==> src/rtl/pulse_meter_pkg.sv <==
`default_nettype none
// ============================================================================
//  Module      : pulse_meter_pkg
//  Description : Shared definitions for the pulse meter: FSM state encoding
//                and default widths for the counters and input synchronizer.
//  Revision    : 1.0  initial release
// ============================================================================
package pulse_meter_pkg;

    // Default counter width (width/period/count registers).
    localparam int c_DEF_CNT_W       = 8;
    // Default synchronizer depth for the asynchronous pulse input.
    localparam int c_DEF_SYNC_STAGES = 2;

    // Measurement FSM states.
    typedef enum logic [1:0] {
        IDLE = 2'd0,    // waiting for the first rise; counters held at 0
        HIGH = 2'd1,    // inside the high phase of a pulse
        LOW  = 2'd2     // inside the low phase, waiting for the next rise
    } pm_state_t;

endpackage : pulse_meter_pkg
`default_nettype wire

==> src/rtl/sync_edge_det.sv <==
`default_nettype none
// ============================================================================
//  Module      : sync_edge_det
//  Description : Multi-stage synchronizer for an asynchronous input, followed
//                by a one-cycle history register for edge detection.
//  Ports       : clk      - sampling clock
//                rst_n    - asynchronous active-low reset (all flops to 0)
//                i_async  - asynchronous input
//                o_sync   - synchronized level (last synchronizer stage)
//                o_rise   - one-cycle pulse on a synchronized 0->1 transition
//                o_fall   - one-cycle pulse on a synchronized 1->0 transition
//  Revision    : 1.0  initial release
// ============================================================================
module sync_edge_det #(
    parameter int STAGES = 2            // 2 or more
) (
    input  logic clk,
    input  logic rst_n,
    input  logic i_async,
    output logic o_sync,
    output logic o_rise,
    output logic o_fall
);

    logic [STAGES-1:0] r_sync;
    logic              r_prev;

    always_ff @(posedge clk or negedge rst_n) begin
        if (!rst_n) begin
            r_sync <= '0;
            r_prev <= 1'b0;
        end else begin
            r_sync <= {r_sync[STAGES-2:0], i_async};
            r_prev <= r_sync[STAGES-1];
        end
    end

    assign o_sync = r_sync[STAGES-1];
    assign o_rise = o_sync & ~r_prev;
    assign o_fall = ~o_sync & r_prev;

endmodule : sync_edge_det
`default_nettype wire

==> src/rtl/pulse_meter.sv <==
`default_nettype none
// ============================================================================
//  Module      : pulse_meter
//  Description : Measures an asynchronous pulse train. For every complete
//                pulse (rise -> fall -> rise) it reports the high time and the
//                rise-to-rise period in clock cycles with a one-cycle strobe,
//                keeps a saturating count of reports and a sticky overflow
//                flag for saturated measurements.
//  Ports       : clock        - measurement clock
//                reset_n      - asynchronous active-low reset
//                pulse_in     - asynchronous pulse train under measurement
//                clear        - synchronous clear of count/overflow, FSM->IDLE
//                width        - high time of the last complete pulse
//                period       - rise-to-rise time of the last complete pulse
//                meas_valid   - one-cycle strobe, width/period updated
//                pulse_count  - number of completed measurements (saturating)
//                overflow     - sticky, a width/period counter saturated
//  Revision    : 1.0  initial release
// ============================================================================
module pulse_meter
    import pulse_meter_pkg::*;
#(
    parameter int CNT_W       = c_DEF_CNT_W,
    parameter int SYNC_STAGES = c_DEF_SYNC_STAGES
) (
    input  logic             clock,
    input  logic             reset_n,
    input  logic             pulse_in,
    input  logic             clear,
    output logic [CNT_W-1:0] width,
    output logic [CNT_W-1:0] period,
    output logic             meas_valid,
    output logic [CNT_W-1:0] pulse_count,
    output logic             overflow
);

    localparam logic [CNT_W-1:0] c_CNT_MAX = {CNT_W{1'b1}};
    localparam logic [CNT_W-1:0] c_CNT_ONE = {{(CNT_W-1){1'b0}}, 1'b1};

    logic w_s;
    logic w_rise;
    logic w_fall;

    pm_state_t        r_state, w_state_nxt;
    logic [CNT_W-1:0] r_wcnt,  w_wcnt_nxt;
    logic [CNT_W-1:0] r_pcnt,  w_pcnt_nxt;
    logic             r_ovf_cur, w_ovf_cur_nxt;
    logic             w_report;

    logic [CNT_W-1:0] r_width;
    logic [CNT_W-1:0] r_period;
    logic             r_valid;
    logic [CNT_W-1:0] r_count;
    logic             r_overflow;

    sync_edge_det #(
        .STAGES (SYNC_STAGES)
    ) u_sync (
        .clk     (clock),
        .rst_n   (reset_n),
        .i_async (pulse_in),
        .o_sync  (w_s),
        .o_rise  (w_rise),
        .o_fall  (w_fall)
    );

    // ------------------------------------------------------------------
    // FSM state and measurement counters
    // ------------------------------------------------------------------
    always_ff @(posedge clock or negedge reset_n) begin
        if (!reset_n) begin
            r_state   <= IDLE;
            r_wcnt    <= '0;
            r_pcnt    <= '0;
            r_ovf_cur <= 1'b0;
        end else begin
            r_state   <= w_state_nxt;
            r_wcnt    <= w_wcnt_nxt;
            r_pcnt    <= w_pcnt_nxt;
            r_ovf_cur <= w_ovf_cur_nxt;
        end
    end

    always_comb begin
        w_state_nxt   = r_state;
        w_wcnt_nxt    = r_wcnt;
        w_pcnt_nxt    = r_pcnt;
        w_ovf_cur_nxt = r_ovf_cur;
        w_report      = 1'b0;

        if (clear) begin
            // clear wins over a rise detected in the same cycle
            w_state_nxt   = IDLE;
            w_wcnt_nxt    = '0;
            w_pcnt_nxt    = '0;
            w_ovf_cur_nxt = 1'b0;
        end else begin
            case (r_state)
                IDLE: begin
                    w_wcnt_nxt    = '0;
                    w_pcnt_nxt    = '0;
                    w_ovf_cur_nxt = 1'b0;
                    // Only a rise starts a measurement, so a partial first
                    // pulse is never reported.
                    if (w_rise) begin
                        w_state_nxt = HIGH;
                        w_wcnt_nxt  = c_CNT_ONE;
                        w_pcnt_nxt  = c_CNT_ONE;
                    end
                end

                HIGH: begin
                    if (w_fall) begin
                        w_state_nxt = LOW;
                        if (r_pcnt == c_CNT_MAX) w_ovf_cur_nxt = 1'b1;
                        else                     w_pcnt_nxt    = r_pcnt + c_CNT_ONE;
                    end else if (w_s) begin
                        if (r_wcnt == c_CNT_MAX) w_ovf_cur_nxt = 1'b1;
                        else                     w_wcnt_nxt    = r_wcnt + c_CNT_ONE;
                        if (r_pcnt == c_CNT_MAX) w_ovf_cur_nxt = 1'b1;
                        else                     w_pcnt_nxt    = r_pcnt + c_CNT_ONE;
                    end
                end

                LOW: begin
                    if (w_rise) begin
                        // The rise closes this pulse and opens the next one.
                        w_report      = 1'b1;
                        w_state_nxt   = HIGH;
                        w_wcnt_nxt    = c_CNT_ONE;
                        w_pcnt_nxt    = c_CNT_ONE;
                        w_ovf_cur_nxt = 1'b0;
                    end else begin
                        if (r_pcnt == c_CNT_MAX) w_ovf_cur_nxt = 1'b1;
                        else                     w_pcnt_nxt    = r_pcnt + c_CNT_ONE;
                    end
                end

                default: begin
                    w_state_nxt   = IDLE;
                    w_wcnt_nxt    = '0;
                    w_pcnt_nxt    = '0;
                    w_ovf_cur_nxt = 1'b0;
                end
            endcase
        end
    end

    // ------------------------------------------------------------------
    // Reported results, count and sticky overflow
    // ------------------------------------------------------------------
    always_ff @(posedge clock or negedge reset_n) begin
        if (!reset_n) begin
            r_width    <= '0;
            r_period   <= '0;
            r_valid    <= 1'b0;
            r_count    <= '0;
            r_overflow <= 1'b0;
        end else begin
            r_valid <= w_report;
            if (clear) begin
                // width/period intentionally keep their last values
                r_count    <= '0;
                r_overflow <= 1'b0;
            end else if (w_report) begin
                r_width    <= r_wcnt;
                r_period   <= r_pcnt;
                r_overflow <= r_overflow | r_ovf_cur;
                if (r_count != c_CNT_MAX) r_count <= r_count + c_CNT_ONE;
            end
        end
    end

    assign width       = r_width;
    assign period      = r_period;
    assign meas_valid  = r_valid;
    assign pulse_count = r_count;
    assign overflow    = r_overflow;

endmodule : pulse_meter
`default_nettype wire

==> config.mk <==
export PLATFORM = sky130hd
export DESIGN_NAME = pulse_meter
export DESIGN_NICKNAME = d
export VERILOG_FILES = /design/src/rtl/pulse_meter_pkg.sv /design/src/rtl/sync_edge_det.sv /design/src/rtl/pulse_meter.sv
export SDC_FILE = /design/constraint.sdc
export NUM_CORES = 1
export LEC_CHECK = 0
export ABC_AREA = 1
export BUFFER_PORTS_ARGS = -buffer_cell sky130_fd_sc_hd__buf_2
export CAP_MARGIN = 20
export CORE_ASPECT_RATIO = 0.5
export CORE_MARGIN = 2
export CORE_UTILIZATION = 62
export CTS_CLUSTER_SIZE = 12
export DETAILED_ROUTE_END_ITERATION = 6
export PLACE_DENSITY = 0.92
export SLEW_MARGIN = 20
export SYNTH_ARGS = -nofsm -noshare
export SYNTH_HDL_FRONTEND = slang
export SYNTH_HIERARCHICAL = 1
export SYNTH_SLANG_ARGS = --single-unit
==> constraint.sdc <==
create_clock -name clock -period 3.8 [get_ports clock]
set_clock_uncertainty 0.05 [all_clocks]
set_input_delay 0.76 -clock clock [delete_from_list [all_inputs] [get_ports clock]]
set_output_delay 0.76 -clock clock [all_outputs]
set_load 0.02 [all_outputs]
==> reports/metrics.csv, run 1 <==
stage;metric;value;unit
status;status;finished, final reports clean;
logic_synthesis;synth_area_per_cell;8.186;um^2
logic_synthesis;syn_area;0.002595;mm^2
placement;gp_congestion;0.8679;
setup_path;worstPathRequired;3930;ps
timing;worstMarginPinSlew;594.9;ps
drt;top_layer;met4;
floorplanning;io_pins;30;
drt;wirelength;5.488;mm
floorplanning;initial_utilization;65.47;%
logic_synthesis;ys.flop_type;dfrtp_1;
setup_path;critPathLaunchType;flop;
drt;via_count;2251;
floorplanning;core_area;0.003964;mm^2
clock_network;cts.repair.resized;0;
setup_path;path_max_fanout;11;
setup_path;worst_setup_path_end_kind;flop;
timing;whs;307.7;ps
power;p_leak;1.452;nW
global_routing;grt_overflow;0;
placement;io_buffers;29;
drt;vias_per_cell;5.613;
timing;finalSetupViolCount;0;
floorplanning;die_area;0.004750;mm^2
power;p_total;1.068;mW
logic_synthesis;async_reset_ff_share;100.0;%
global_routing;gr-usage-all-layers;25.81;%
final_layout;area.growth.synth_to_final;10.41;%
timing;fin_setup_tns;0;ps
hold_path;worstHoldStart;u_sync/r_sync[0];
placement;place_ws;1770;ps
clock_network;cts_tree;yes;
timing;max_freq;493.0;MHz
drt;firstDrtPassIters;5;
drt;first_iter_violations;155;
power;peakVddDrop;241.0;uV
timing;post-route-min-period;2028;ps
timing;setup_ws;1772;ps
global_routing;antenna_found_initial;0;
final_layout;final_cell_mix;96 x nand2_1, 48 x dfrtp_1, 33 x inv_1;
setup_path;r2r-end;r_pcnt[7];
setup_path;reg2reg_depth;9;
hold_path;whs_endpoint;u_sync/r_sync[1];
setup_path;reg2reg_slack;1770;ps
timing;slew-limit-headroom;60.34;%
floorplanning;chipHeight;49.75;um
clock_network;cts.clk_slew.worst_paths;90;ps
power;power_density;372.7;mW/mm^2
clock_network;clock-sinks;48;
drt;avgRoutedWirePerCell;13.69;um
final_layout;utilization;72.29;%
setup_path;worstPathArrival;2160;ps
logic_synthesis;yosysWarningCount;6;
drt;dr_wl_met3;331;um
clock_network;holdBufCountCts;0;
final_layout;drive_above_1_share;20.46;%
clock_network;cts_buffers;5;
timing;fin_crit_sh;53.37;%
job;cap_violations;0;
setup_path;path_class;flop to flop;
clock_network;postCtsSetupBuffers;0;
drt;met1_length;2.402;mm
drt;detail-route-antenna-nets;0;
logic_synthesis;synth-seq-area-share;46.29;%
hold_path;hold_depth;0;
clock_network;clockBufferDepth;2;
final_layout;mostFrequentLayoutCell;nand2_1;
global_routing;grt_pass1_vias;2099;
final_layout;nets;357;
placement;dp_hpwl;3.860;mm
logic_synthesis;synth_cell_types;34;
timing;finalHoldViolations;0;
floorplanning;die_width;95.49;um
clock_network;cts_root_buffer;clkbuf_8;
clock_network;ctsHtreeMaxLevel;2;
final_layout;antenna_cells;0;
clock_network;clk-insertion-delay-late;310;ps
drt;wl_met2;2.684;mm
logic_synthesis;synth_edf_count;0;
logic_synthesis;synthCells;317;
timing;drv_slew;0;
logic_synthesis;synth_nets;328;
logic_synthesis;ys_ff_latch;48;
timing;rsz0062_at_grt;no;
hold_path;hold_path_class;flop to flop;
global_routing;grt_pass1_wl;9.342;mm
setup_path;timing.rr.start;r_state[1];
floorplanning;rows;16;
drt;drc_errors;0;
global_routing;grt_max_degree;49;
setup_path;critPathLaunch;r_state[1];
-- metal layers --
layer / GRT usage (%) / up-vias
met5: 0 / -
met4: 9.762 / 0
met2: 41.90 / 84
met3: 4.893 / 10
met1: 34.78 / 1074
li1: - / 1083
-- cell families (layout without fill, tap and decap cells) --
family                     count (synthesis)  count (layout)  synth area share [%]
adders and majority gates                  7               7                 3.375
buffers and inverters                     43              73                 7.955
xor gates and xnor gates                   3               3                 1.013
and+or+nand+nor                          169             169                 29.85
AOI/OAI and AO/OA                         47              47                 11.52
DFF                                       48              48                 46.29
-- state kept, by name, summed over array words and instances, names as in the netlist, 2 cells and up --
register,cells
period,8
r_pcnt,8
r_state,2
u_sync/r_sync,2
r_wcnt,8
width,8
pulse_count,8
-- critical path: stages (launching register included) --
cell and delay, ps:
dfrtp_1 430, inv_1 110, ha_1 400, inv_4 90, nor2_2 120, nand2_1 230, inv_1 220, nor2_2 90
nand3_1 80, o21ai_0 90
-- final cells by class --
type | instances | area (um^2)
clock buffers | 5 | 68.82
clock inverters | 3 | 47.55
fillers | 297 | 1099
inverters | 36 | 145.1
multi-input cells | 226 | 1187
flip-flops and latches | 48 | 1201
well taps | 54 | 67.56
repair buffers | 29 | 147.6
-- through the flow --
stage | cell area [um^2] | cells
floorplan | 2595 | 317
global placement | 2746 | 393
detailed placement | 2746 | 393
CTS | 2863 | 401
global route | 2865 | 401
finish | 2865 | 401
-- cell usage after synthesis, types with 4 or more instances --
library cell | count | area share, %
nand2_1 | 96 | 14
dfrtp_1 | 48 | 46
inv_1 | 33 | 4.8
nand3_1 | 30 | 5.8
o21ai_0 | 23 | 4.4
nor2_1 | 13 | 1.9
o21ai_2 | 12 | 4.1
ha_1 | 7 | 3.4
nand4_1 | 6 | 1.4
nor2_2 | 5 | 1.2
nor3_1 | 5 | 0.96
nand2_2 | 4 | 0.96
-- how the worst max path moves through the flow --
stage / to / slack [ps] / depth (start not counted)
floorplan: r_wcnt[6] / 2190 / 7
global placement: r_pcnt[6] / 1840 / 7
detailed placement: r_pcnt[6] / 1770 / 7
CTS: r_pcnt[7] / 1830 / 9
global route: r_pcnt[7] / 1610 / 9
finish: r_pcnt[7] / 1770 / 9
-- power breakdown --
group          internal, mW  switching (mW)
combinational        0.0424          0.0907
clock                 0.198           0.182
sequential            0.537          0.0170
total                 0.778           0.290
Power figures use the tool's default switching activity.
==> run 2, diff against run 1 <==
--- a/config.mk
+++ b/config.mk
@@ -10,10 +10,10 @@
 export CAP_MARGIN = 20
 export CORE_ASPECT_RATIO = 0.5
 export CORE_MARGIN = 2
-export CORE_UTILIZATION = 62
+export CORE_UTILIZATION = 52
 export CTS_CLUSTER_SIZE = 12
 export DETAILED_ROUTE_END_ITERATION = 6
-export PLACE_DENSITY = 0.92
+export PLACE_DENSITY = 0.83
 export SLEW_MARGIN = 20
 export SYNTH_ARGS = -nofsm -noshare
 export SYNTH_HDL_FRONTEND = slang
==> constraint.sdc (replaced) <==
create_clock -name clock -period 1.8 [get_ports clock]
set_clock_uncertainty 0.05 [all_clocks]
set_input_delay 0.36 -clock clock [delete_from_list [all_inputs] [get_ports clock]]
set_output_delay 0.36 -clock clock [all_outputs]
set_load 0.02 [all_outputs]
==> reports/metrics.csv, run 2 (same netlist as run 1, synthesis figures left out) <==
stage;metric;value;unit;change
final_layout;drive_above_1_share;22.22;%;+1.8 points
floorplanning;rows;18;;+2
drt;wirelength;5.507;mm;+0.35%
global_routing;gr-usage-all-layers;21.22;%;-4.6 points
final_layout;multiInputGateArea;0.001214;mm^2;+2.2%
drt;vias_per_cell;5.242;;-6.6%
final_layout;final_cells;421;;+5.0%
global_routing;grt_pass1_wl;9.315;mm;-0.29%
placement;gp_congestion;0.8931;;+2.9%
timing;finalHoldViolations;0;;unchanged
final_layout;final_cell_mix;95 x nand2_1, 47 x dfrtp_1, 33 x inv_1;;
timing;finalSetupViolCount;0;;unchanged
drt;via_count;2207;;-2.0%
setup_path;path_max_fanout;10;;-1
final_layout;design_area;0.002975;mm^2;+3.8%
final_layout;mostFrequentLayoutCell;nand2_1;;
placement;placed_cell_area;0.002809;mm^2;+2.3%
placement;io_buffers;29;;unchanged
placement;place_ws;52.10;ps;-1718 ps
power;power_density;797.4;mW/mm^2;+110%
final_layout;filler_cell_count;429;;+44%
clock_network;cts_buffers;5;;unchanged
clock_network;clock-sinks;48;;unchanged
timing;post-route-min-period;1697;ps;-331.1 ps
final_layout;seqCellArea;0.001202;mm^2;+0.10%
clock_network;postCtsSetupBuffers;0;;unchanged
setup_path;worstPathRequired;1970;ps;-1960 ps
timing;setup_ws;102.9;ps;-1669 ps
clock_network;ctsHtreeMaxLevel;2;;unchanged
clock_network;clockBufferDepth;2;;unchanged
timing;fin_crit_sh;94.29;%;+41 points
final_layout;area.growth.synth_to_final;14.66;%;
timing;drv_slew;0;;unchanged
job;cap_violations;0;;unchanged
timing;worstMarginPinSlew;525.0;ps;-69.90 ps
clock_network;cts_tree;yes;;
setup_path;path_class;flop to flop;;
timing;max_freq;589.2;MHz;+20%
hold_path;hold_path_class;input port to flop;;
floorplanning;chipHeight;53.95;um;+8.5%
global_routing;grt_use_met1;27.77;%;-7.0 points
global_routing;grt_overflow;0;;unchanged
power;peakVddDrop;419.5;uV;+74%
power;p_seq_share;49.3;%;-2.6 points
placement;dp_hpwl;3.992;mm;+3.4%
clock_network;clk-insertion-delay-late;300;ps;about the same
placement;dp_cells;413;;+5.1%
global_routing;grt_max_degree;29;;-41%
timing;slew-limit-headroom;65.00;%;+4.7 points
global_routing;busiest_layer;met2;;
global_routing;grtUsageMet3;4.116;%;-0.78 points
power;p_int;1.780;mW;+130%
floorplanning;die_width;103.9;um;+8.8%
floorplanning;io_pins;30;;unchanged
status;status;finished, final reports clean;;
drt;detail-route-antenna-nets;0;;unchanged
power;p_leak;1.487;nW;+2.4%
clock_network;cts_root_buffer;clkbuf_8;;
setup_path;critPathLaunchType;flop;;
clock_network;cts.clk_slew.worst_paths;90;ps;about the same
final_layout;antenna_cells;0;;unchanged
power;combPwrFrac;12.4;%;about the same
setup_path;worst_setup_path_end_kind;flop;;
drt;firstDrtPassIters;4;;-1
global_routing;use_met2;36.84;%;-5.1 points
drt;first_iter_violations;118;;-24%
global_routing;grt_pass1_vias;2039;;-2.9%
power;p_sw;0.5926;mW;+100%
global_routing;antenna_found_initial;0;;unchanged
floorplanning;initial_utilization;53.34;%;-12 points
drt;avgRoutedWirePerCell;13.08;um;-4.4%
setup_path;worstPathArrival;1860;ps;-300 ps
floorplanning;core_area;0.004865;mm^2;+23%
final_layout;nets;362;;+1.4%
drt;drc_errors;0;;unchanged
floorplanning;die_area;0.005606;mm^2;+18%
power;swShare;24.98;%;-2.2 points
power;p_clk_share;38.2;%;+2.6 points
run 2: cell count changes in the layout (fill, tap and decap cells not counted), sizes merged:
cell,delta
buf,+4
clkinv,-2
bufinv,+1
dlygate4sd3,+1
run 2: path summary, 6_finish.rpt:
check / from / endpoint / slack (ps) / cells past startpoint
max in group asynchronous: reset_n / r_wcnt[0] / 660 / 3
min in group asynchronous: reset_n / r_pcnt[6] / 510 / 2
max reg2reg: r_state[1] / r_wcnt[6] / 100 / 9
max: r_state[1] / r_wcnt[6] / 100 / 9
min reg2reg: u_sync/r_sync[0] / u_sync/r_sync[1] / 300 / 0
min: pulse_in / u_sync/r_sync[0] / 110 / 1
run 2: power by group through the flow:
stage	clock, mW	sequential [mW]	combinational (mW)
final	0.907	1.17	0.295
after global routing	0.969	1.18	0.328
after CTS	0.925	1.17	0.293
after detailed placement	0	1.19	0.291
after global placement	0	1.19	0.284
after floorplan	0	1.25	0.131
run 2: what timing repair did:
action	in CTS	in global routing
endpoints found under the setup margin	0	10
resized for setup	0	6
hold endpoints to repair	21	0
hold buffers	1	0
run 2: stage by stage:
| stage | setup TNS, ps | hold WS (ps) | util (%) | power [mW] |
|---|---|---|---|---|
| 2_1_floorplan | 0 | 14.41 | - | 1.379 |
| 3_3_place_gp | 0 | 282.1 | 57.74 | 1.471 |
| 3_5_place_dp | 0 | 287.0 | 57.74 | 1.482 |
| 4_1_cts | 0 | 100.1 | 60.60 | 2.388 |
| 5_1_grt | -8.765 | 107.1 | 61.16 | 2.477 |
| 6_report | 0 | 111.1 | 61.16 | 2.372 |
run 2: final cells by class:
cell class                      instances  share of cell area, %
Clock buffer                            5                  2.313
Clock inverter                          2                  2.019
Inverter                               36                  4.878
Multi-Input combinational cell        226                  40.79
Sequential cell                        48                  40.41
Tap cell                               70                  2.944
Timing Repair Buffer                   34                  6.644
run 2: worst max-delay path, cell delays in order, from the launching register on:
cell and delay (ps):
dfrtp_1 430, inv_1 100, ha_1 230, buf_4 180
nand2_2 90, o22ai_4 150, inv_1 100, nand2_4 120
nand2_1 80, o21ai_0 90
run 2: metal layers:
layer,vias up,routed length [um]
li1,1095,-
met1,1053,2584
met2,53,2635
met3,6,247
met4,0,40
met5,-,0
